[config.mk]
export PLATFORM = sky130hd
export DESIGN_NAME = sevseg_scan_driver
export DESIGN_NICKNAME = d
export VERILOG_FILES = /design/src/rtl/sevseg_pkg.sv /design/src/rtl/hex7seg_decode.sv /design/src/rtl/sevseg_scan_driver.sv
export SDC_FILE = /design/constraint.sdc
export NUM_CORES = 1
export LEC_CHECK = 0
export CORE_MARGIN = 2
export CORE_UTILIZATION = 55
export DETAILED_ROUTE_END_ITERATION = 10
export GPL_TIMING_DRIVEN = 1
export PLACE_DENSITY = 0.81
export SLEW_MARGIN = 10
export SYNTH_ARGS = -nofsm -noshare
export SYNTH_HDL_FRONTEND = slang
export SYNTH_HIERARCHICAL = 1
export SYNTH_SLANG_ARGS = --single-unit
[constraint.sdc]
create_clock -name clk -period 5.9 [get_ports clk]
set_input_delay 1.475 -clock clk [delete_from_list [all_inputs] [get_ports clk]]
set_output_delay 1.475 -clock clk [all_outputs]
set_load 0.01 [all_outputs]
[src/rtl/sevseg_pkg.sv]
// Shared types and constants for the seven-segment scan driver.
// Segment codes are active-low {g,f,e,d,c,b,a}.
package sevseg_pkg;

  typedef enum logic {
    SHOW  = 1'b0,
    BLANK = 1'b1
  } phase_t;

  localparam logic [6:0] SEG_BLANK = 7'h7F;
  localparam logic [7:0] AN_OFF    = 8'hFF;

  // Element 15 is listed first, so SEG_TABLE[n] is the code for nibble n.
  localparam logic [15:0][6:0] SEG_TABLE = {
    7'h0E, 7'h06, 7'h21, 7'h46, 7'h03, 7'h08, 7'h10, 7'h00,
    7'h78, 7'h02, 7'h12, 7'h19, 7'h30, 7'h24, 7'h79, 7'h40
  };

endpackage

[src/rtl/hex7seg_decode.sv]
// Combinational hex nibble to active-low seven-segment code.
module hex7seg_decode
  import sevseg_pkg::*;
(
  input  logic [3:0] nibble,
  output logic [6:0] seg
);

  assign seg = SEG_TABLE[nibble];

endmodule

[src/rtl/sevseg_scan_driver.sv]
// Time-multiplexed 8-digit common-anode display driver with frame-synchronous
// content update (pending -> shadow only at the end of digit 7's slot).
//
// state | meaning
// SHOW  | current digit's anode driven (if enabled), segments show its nibble
// BLANK | all anodes off, segments off, guards against ghosting between digits
module sevseg_scan_driver
  import sevseg_pkg::*;
#(
  parameter int SHOW_CYCLES  = 100000,
  parameter int BLANK_CYCLES = 1000
) (
  input  logic        clk,
  input  logic        rst_n,
  input  logic        load,
  input  logic [31:0] data,
  input  logic [7:0]  en_mask,
  output logic        busy,
  output logic        frame,
  output logic [6:0]  hex,
  output logic [7:0]  AN
);

  localparam int CMAX = (SHOW_CYCLES > BLANK_CYCLES) ? SHOW_CYCLES : BLANK_CYCLES;
  localparam int CW   = $clog2(CMAX + 1);
  localparam logic [CW-1:0] SHOW_LAST  = CW'(SHOW_CYCLES - 1);
  localparam logic [CW-1:0] BLANK_LAST = (BLANK_CYCLES == 0) ? '0 : CW'(BLANK_CYCLES - 1);

  phase_t        phase, nxt_phase;
  logic [CW-1:0] cnt, nxt_cnt;
  logic [2:0]    idx, nxt_idx;
  logic [31:0]   sh_data, nxt_sh_data, pend_data;
  logic [7:0]    sh_mask, nxt_sh_mask, pend_mask;
  logic          busy_q, frame_q;
  logic [6:0]    hex_q, nxt_hex;
  logic [7:0]    an_q, nxt_an;
  logic          boundary, nxt_frame, nxt_lit;
  logic [3:0]    nibble;
  logic [6:0]    seg_code;

  // Last cycle of a digit slot; with no blank phase the slot ends in SHOW.
  function automatic logic slot_end(input phase_t p, input logic [CW-1:0] c);
    if (BLANK_CYCLES == 0) return (p == SHOW) && (c == SHOW_LAST);
    else                   return (p == BLANK) && (c == BLANK_LAST);
  endfunction

  assign boundary = slot_end(phase, cnt) && (idx == 3'd7);

  always_comb begin
    nxt_phase   = phase;
    nxt_cnt     = cnt + 1'b1;
    nxt_idx     = idx;
    nxt_sh_data = sh_data;
    nxt_sh_mask = sh_mask;

    if (phase == SHOW && cnt == SHOW_LAST) begin
      nxt_cnt = '0;
      if (BLANK_CYCLES == 0) nxt_idx = idx + 3'd1;
      else                   nxt_phase = BLANK;
    end else if (phase == BLANK && cnt == BLANK_LAST) begin
      nxt_cnt   = '0;
      nxt_phase = SHOW;
      nxt_idx   = idx + 3'd1;
    end

    if (boundary) begin
      if (load) begin
        nxt_sh_data = data;
        nxt_sh_mask = en_mask;
      end else if (busy_q) begin
        nxt_sh_data = pend_data;
        nxt_sh_mask = pend_mask;
      end
    end

    // Outputs are computed from next state so they change on the phase-entry edge.
    nxt_lit   = (nxt_phase == SHOW) && nxt_sh_mask[nxt_idx];
    nibble    = nxt_sh_data[{nxt_idx, 2'b00} +: 4];
    nxt_an    = nxt_lit ? ~(8'b1 << nxt_idx) : AN_OFF;
    nxt_hex   = nxt_lit ? seg_code : SEG_BLANK;
    nxt_frame = slot_end(nxt_phase, nxt_cnt) && (nxt_idx == 3'd7);
  end

  hex7seg_decode u_decode (
    .nibble (nibble),
    .seg    (seg_code)
  );

  always_ff @(posedge clk or negedge rst_n) begin
    if (!rst_n) begin
      phase     <= SHOW;
      cnt       <= '0;
      idx       <= 3'd0;
      sh_data   <= '0;
      sh_mask   <= 8'h00;
      pend_data <= '0;
      pend_mask <= 8'h00;
      busy_q    <= 1'b0;
      frame_q   <= 1'b0;
      an_q      <= AN_OFF;
      hex_q     <= SEG_BLANK;
    end else begin
      phase   <= nxt_phase;
      cnt     <= nxt_cnt;
      idx     <= nxt_idx;
      sh_data <= nxt_sh_data;
      sh_mask <= nxt_sh_mask;
      if (!boundary && load) begin
        pend_data <= data;
        pend_mask <= en_mask;
      end
      if (boundary)  busy_q <= 1'b0;
      else if (load) busy_q <= 1'b1;
      frame_q <= nxt_frame;
      an_q    <= nxt_an;
      hex_q   <= nxt_hex;
    end
  end

  assign busy  = busy_q;
  assign frame = frame_q;
  assign hex   = hex_q;
  assign AN    = an_q;

endmodule
==> results.cfg, run 1 <==
[floorplanning]
rows = 38
ios = 60
core_sq_um = 11000
die_h_um = 111
start_util_pct = 57.1
die-area_sq_um = 12300
die_width_um = 111

[route]
vias = 5199
wl_per_cell_um = 19.8
drc = 0
dr.pass1.iters = 5
via_per_inst = 6.38
first_iter_violations = 448
routed_wl_um = 16100
ant_nets = 0

[critical_path]
r2r_slack_ns = 0.91
r2r_end = hex[3]$_DFF_PN1_
crit_required_ns = 6.20
r2r-start = cnt[11]$_DFF_PN0_
r2r_cells = 16
worstPathCellList = clkdlybuf4s50_1 > nor2_2 > buf_4 > a32o_1 > nand2b_1 > o211ai_1 > a211oi_1 > buf_4 > inv_1 > ha_1 > or2_2 > a21oi_1 > a31oi_1 > nor4_1 > a31oi_1
crit_cells = 15
worst-path-buf-inv = 4
cp.arrival_ns = 5.49
cpLargestDelayFamily = simple AND/OR/NAND/NOR gates
cp-end-kind = flop
critical-path-max-stage-delay_ns = 0.84
crit_slowest_cell = nor2_2
cp-start-kind = input pin
setup.worst_path.start = load
worstSetupPathType = input pin to flop
crit_path_end = hex[3]$_DFF_PN1_
cp_max_fo = 22

[synthesis]
synth_top_area_share_pct = 41.1
yosysSeqAreaShare_pct = 47.4
synth_area_leaders = dfrtp_1 (41%), mux2_2 (8.8%), dfstp_2 (6.3%), nand2_1 (4.2%), a211o_1 (2.9%)
syn_avg_cell_area_sq_um = 10.4
synthArstFlopShare_pct = 100
synth_cells = 606
netlist_area_sq_um = 6270
yosysUniqueCellTypes = 59
yosysWarningCount = 6
yosysTopAreaCell = dfrtp_1
synthFlopType = dfrtp_1
synth_edf_count = 0
synth_nets = 659
synth-seq-cells = 118

[grt]
grt_max_degree = 75
antenna_found_initial = 0
grt_pass1_wl_um = 26900
overflow = 0
grt_usage_pct = 27.2
grt_pass1_vias = 5350

[sta]
setup_viol = 0
clock.fmax_ghz = 0.193
finalCriticalPeriod_ns = 5.18
maxSlewViolCount = 0
period_share_pct = 87.9
slew_headroom_pct = 33.8
hold_viol = 0
rsz0062_at_grt = false
fin_setup_tns_ns = 0
worstMarginPinSlew_ns = 0.992
finalHoldWorstSlack_ns = 0.504
fin_worst_skew_ns = 0.00819

[clocking]
clk_pin_slew_ns = 0.05
h-tree-depth = 4
cts.sinks = 118
clock_latency_ns = 0.42
ctsHoldBuffers = 0
cts_buffer_depth = 2
cts_resized = 0
clockRootBuffer = clkbuf_16
tritoncts = built
cts_setup_buffers = 0
numCtsBuffers = 17

[worst_hold_path]
hold_class = flop to flop

[status]
status = complete, no violations

[cells_and_area]
synthToLayoutAreaGrowth_pct = 21.4
layout-drive-gt1-share_pct = 18.7
fin_util_pct = 69.3
final_net_count = 715
diodes = 0

[power_and_ir_drop]
irDropWorstVdd_uv = 223
power_density_nw_per_um2 = 274
power_leakage_uw = 0.00336
finalPower_uw = 2080

[placement]
place.gp.congestion = 0.889
dpl.hpwl_um = 10700
port_buffers = 59

[job]
drv_cap = 0
[layout by cell type, fill, tap and decap left out, types with 10 or more instances in the layout]
master / synthesis / routed
o31ai_1: 22 / 22
nor3_1: 13 / 13
nand2_1: 71 / 71
ha_1: 10 / 10
nor4_1: 13 / 13
clkdlybuf4s50_1: 0 / 58
dfrtp_1: 103 / 103
mux2_2: 49 / 49
inv_1: 23 / 23
xnor2_1: 10 / 10
clkbuf_16: 0 / 17
dfstp_2: 15 / 15
a211o_1: 21 / 21
o21a_1: 24 / 24
a22oi_1: 15 / 15
nand3_1: 18 / 18
nor2_1: 27 / 26
nand2b_1: 13 / 13
a31oi_1: 12 / 12
a32o_1: 10 / 10
buf_4: 1 / 19
[stage by stage]
stage	worst slack [ns]	cell area, sq um	std cells
after floorplan	1.23	6270	606
after global placement	0.657	6980	783
after detailed placement	0.536	6980	783
after CTS	0.820	7610	815
after global routing	0.525	7610	815
final	0.716	7610	815
[how the worst min path moves through the flow]
stage,depth (start not counted),startpoint,endpoint
after CTS,2,sh_data[14]$_DFF_PN0_,sh_data[14]$_DFF_PN0_
after detailed placement,1,pend_mask[4]$_DFFE_PN0P_,pend_mask[4]$_DFFE_PN0P_
after floorplan,2,sh_data[13]$_DFF_PN0_,sh_data[13]$_DFF_PN0_
after global placement,1,pend_mask[4]$_DFFE_PN0P_,pend_mask[4]$_DFFE_PN0P_
after global routing,1,pend_mask[4]$_DFFE_PN0P_,pend_mask[4]$_DFFE_PN0P_
final,2,sh_data[14]$_DFF_PN0_,sh_data[14]$_DFF_PN0_
[sequential cells by signal (all words and copies together) (netlist names)]
name / count
pend_data: 32
sh_data: 32
cnt: 17
AN: 8
pend_mask: 8
sh_mask: 8
hex: 7
idx: 3
busy: 1
frame: 1
phase: 1
[routing by layer]
| layer | share of wire [%] | routed length (um) | up-vias | global-route usage, % |
|---|---|---|---|---|
| li1 | - | - | 2356 | - |
| met4 | 2.7 | 439 | 0 | 11.7 |
| met2 | 50 | 7990 | 224 | 43.9 |
| met5 | 0 | 0 | - | 0 |
| met3 | 6.9 | 1110 | 45 | 7.33 |
| met1 | 41 | 6600 | 2574 | 34.6 |
[cells by family (layout without fill, tap and decap cells)]
kind of cell,after synthesis,count (layout),share of synthesized area [%]
AOI/OAI and AO/OA,153,153,18.9
xor gates and xnor gates,16,16,2.23
adders and majority gates,10,10,1.99
buffers and inverters,63,132,4.57
DFF,118,118,47.4
muxes,51,51,9.12
and+or+nand+nor,195,195,15.8
[synthesized netlist by cell type (10+ instances only)]
master / number
a31oi_1: 12
o31ai_1: 22
nor2_1: 27
buf_2: 13
xnor2_1: 10
dfrtp_1: 103
nand2b_1: 13
a22oi_1: 15
nand3_1: 18
a32o_1: 10
a211o_1: 21
nor4_1: 13
o21a_1: 24
dfstp_2: 15
mux2_2: 49
clkbuf_1: 21
ha_1: 10
nand2_1: 71
nor3_1: 13
inv_1: 23
[power by group]
group / switching, uW / internal (uW) / leakage (uW) / total (uW)
combinational: 46.9 / 54.7 / 0.00157 / 102
sequential: 15.6 / 839 / 0.00147 / 855
clock: 360 / 767 / 0.000318 / 1130
[area by class of cell]
class | count | area [sq um]
fillers | 787 | 3370
flip-flops and latches | 118 | 2970
repair buffers | 77 | 723
clock inverters | 10 | 175
multi-input cells | 425 | 3020
clock buffers | 22 | 464
well taps | 140 | 175
inverters | 23 | 86.3
[worst reg2reg max path, stage by stage (launching register included)]
cell,delay (ns)
dfrtp_1,0.45
or4_1,0.58
or3_1,0.49
o21ai_2,0.27
and2_1,0.34
inv_1,0.20
nor2_1,0.47
a211oi_1,0.20
a211oi_1,0.33
buf_4,0.21
inv_1,0.10
ha_1,0.22
or2_2,0.29
a21oi_1,0.20
a31oi_1,0.11
nor4_1,0.36
a31oi_1,0.08
Note: power is estimated with default switching activity, not from simulation.
==> run 2: changes to the inputs <==
==> constraint.sdc (replaced) <==
create_clock -name clk -period 5.7 [get_ports clk]
set_input_delay 1.425 -clock clk [delete_from_list [all_inputs] [get_ports clk]]
set_output_delay 1.425 -clock clk [all_outputs]
set_load 0.01 [all_outputs]
==> results.cfg, run 2 (same netlist as run 1, synthesis figures left out) <==
[status]
status = complete, no violations

[route]
drc = 0
routed_wl_um = 16200
wl_per_cell_um = 19.8
ant_nets = 0
dr.pass1.iters = 5
first_iter_violations = 462
vias = 5226
via_per_inst = 6.41

[critical_path]
worstPathCellList = clkdlybuf4s50_1 > nor2_2 > buf_4 > a32o_1 > nand2b_1 > o211ai_1 > a211oi_1 > buf_4 > inv_1 > ha_1 > or2_2 > a21oi_1 > a31oi_1 > nor4_1 > a31oi_1
cp.arrival_ns = 5.51
cpLargestDelayFamily = simple AND/OR/NAND/NOR gates
worst-path-buf-inv = 4
critical-path-max-stage-delay_ns = 0.81
crit_slowest_cell = nor2_2
worstSetupPathType = input pin to flop
cp-start-kind = input pin
cp_max_fo = 21
crit_cells = 15
r2r_cells = 16
cp-end-kind = flop
crit_required_ns = 6.01

[grt]
grt_usage_pct = 27.6
grt_max_degree = 76
grt_pass1_vias = 5345
antenna_found_initial = 0
overflow = 0
grt_pass1_wl_um = 27100

[power_and_ir_drop]
p_comb_share_pct = 5.3
p_int_uw = 1580
power_density_nw_per_um2 = 265
power_leakage_uw = 0.00333
power_frac_clock_pct = 50.4
switchingPower_uw = 419
p_seq_share_pct = 44.3
irDropWorstVdd_uv = 369
swShare_pct = 21.0

[clocking]
ctsHoldBuffers = 0
cts_buffer_depth = 2
tritoncts = built
clockRootBuffer = clkbuf_16
cts_setup_buffers = 0
h-tree-depth = 4
clk_pin_slew_ns = 0.05
cts.sinks = 118
cts_resized = 0
numCtsBuffers = 17
clock_latency_ns = 0.42

[floorplanning]
ios = 60
core_sq_um = 11000
die_width_um = 111
die-area_sq_um = 12300
rows = 38
start_util_pct = 57.1
die_h_um = 111

[sta]
hold_viol = 0
fin_setup_tns_ns = 0
period_share_pct = 91.3
rsz0062_at_grt = false
finalHoldWorstSlack_ns = 0.502
finalCriticalPeriod_ns = 5.20
fin_worst_skew_ns = 0.00813
maxSlewViolCount = 0
clock.fmax_ghz = 0.192
setup_viol = 0
slew_headroom_pct = 37.7
worstMarginPinSlew_ns = 0.933

[job]
drv_cap = 0

[placement]
port_buffers = 59
placed_cells = 783
place.gp.congestion = 0.964
dpl.hpwl_um = 10800

[cells_and_area]
final_cell_mix = dfrtp_1 (103), nand2_1 (71), clkdlybuf4s50_1 (58), mux2_2 (49), nor2_1 (26)
final_net_count = 715
synthToLayoutAreaGrowth_pct = 20.2
diodes = 0
layout_commonest_cell = dfrtp_1
layout-drive-gt1-share_pct = 18.2
reg_top3 = pend_data: 32 flops, sh_data: 32 flops, cnt: 17 flops
final_cell_count_no_fill = 815

[worst_hold_path]
hold_class = flop to flop
worstHoldPathCells = 1
## run 2: cell types whose count changed in the layout (fill, tap and decap cells not counted), sizes merged
cell,before,now
clkbuf,22,28
bufinv,5,1
clkinv,5,3
## run 2: final timing paths
| path | endpoint | slack [ns] | start |
|---|---|---|---|
| hold / removal | pend_mask[4]$_DFFE_PN0P_ | 0.50 | pend_mask[4]$_DFFE_PN0P_ |
| min in group asynchronous | pend_data[17]$_DFFE_PN0P_ | 1.15 | rst_n |
| setup / recovery | hex[3]$_DFF_PN1_ | 0.50 | load |
| setup reg to reg | hex[3]$_DFF_PN1_ | 0.68 | cnt[0]$_DFF_PN0_ |
| hold reg to reg | pend_mask[4]$_DFFE_PN0P_ | 0.50 | pend_mask[4]$_DFFE_PN0P_ |
| max in group asynchronous | cnt[3]$_DFF_PN0_ | 3.41 | rst_n |
## run 2: layout make-up
type / instances / area, sq um
Clock buffer: 28 / 517
Multi-Input combinational cell: 425 / 3020
Clock inverter: 4 / 45.0
Inverter: 23 / 86.3
Fill cell: 823 / 3450
Sequential cell: 118 / 2970
Tap cell: 140 / 175
Timing Repair Buffer: 77 / 723
## run 2: power groups by stage
stage                     Sequential [uW]  Combinational (uW)  Clock, uW
final                                 885                 106       1010
after global routing                  887                 117       1060
after CTS                             884                 107       1020
after detailed placement              896                 107          0
after global placement                896                 104          0
after floorplan                       892                46.0          0
## run 2: through the flow
step / utilization, % / power, uW / area (sq um) / setup WS, ns
2_1_floorplan: - / 938 / 6270 / 1.08
3_3_place_gp: 63.5 / 999 / 6980 / 0.395
3_5_place_dp: 63.5 / 1000 / 6980 / 0.236
4_1_cts: 68.6 / 2010 / 7540 / 0.638
5_1_grt: 68.6 / 2070 / 7540 / 0.301
6_report: 68.6 / 2000 / 7540 / 0.499
## run 2: routing by layer
metal / track usage (%) / part of all wire (%) / vias to the layer above
li1: - / - / 2349
met1: 34.4 / 42 / 2623
met2: 45.7 / 50 / 219
met3: 7.55 / 6.4 / 35
met4: 11.0 / 2.3 / 0
met5: 0 / 0 / -
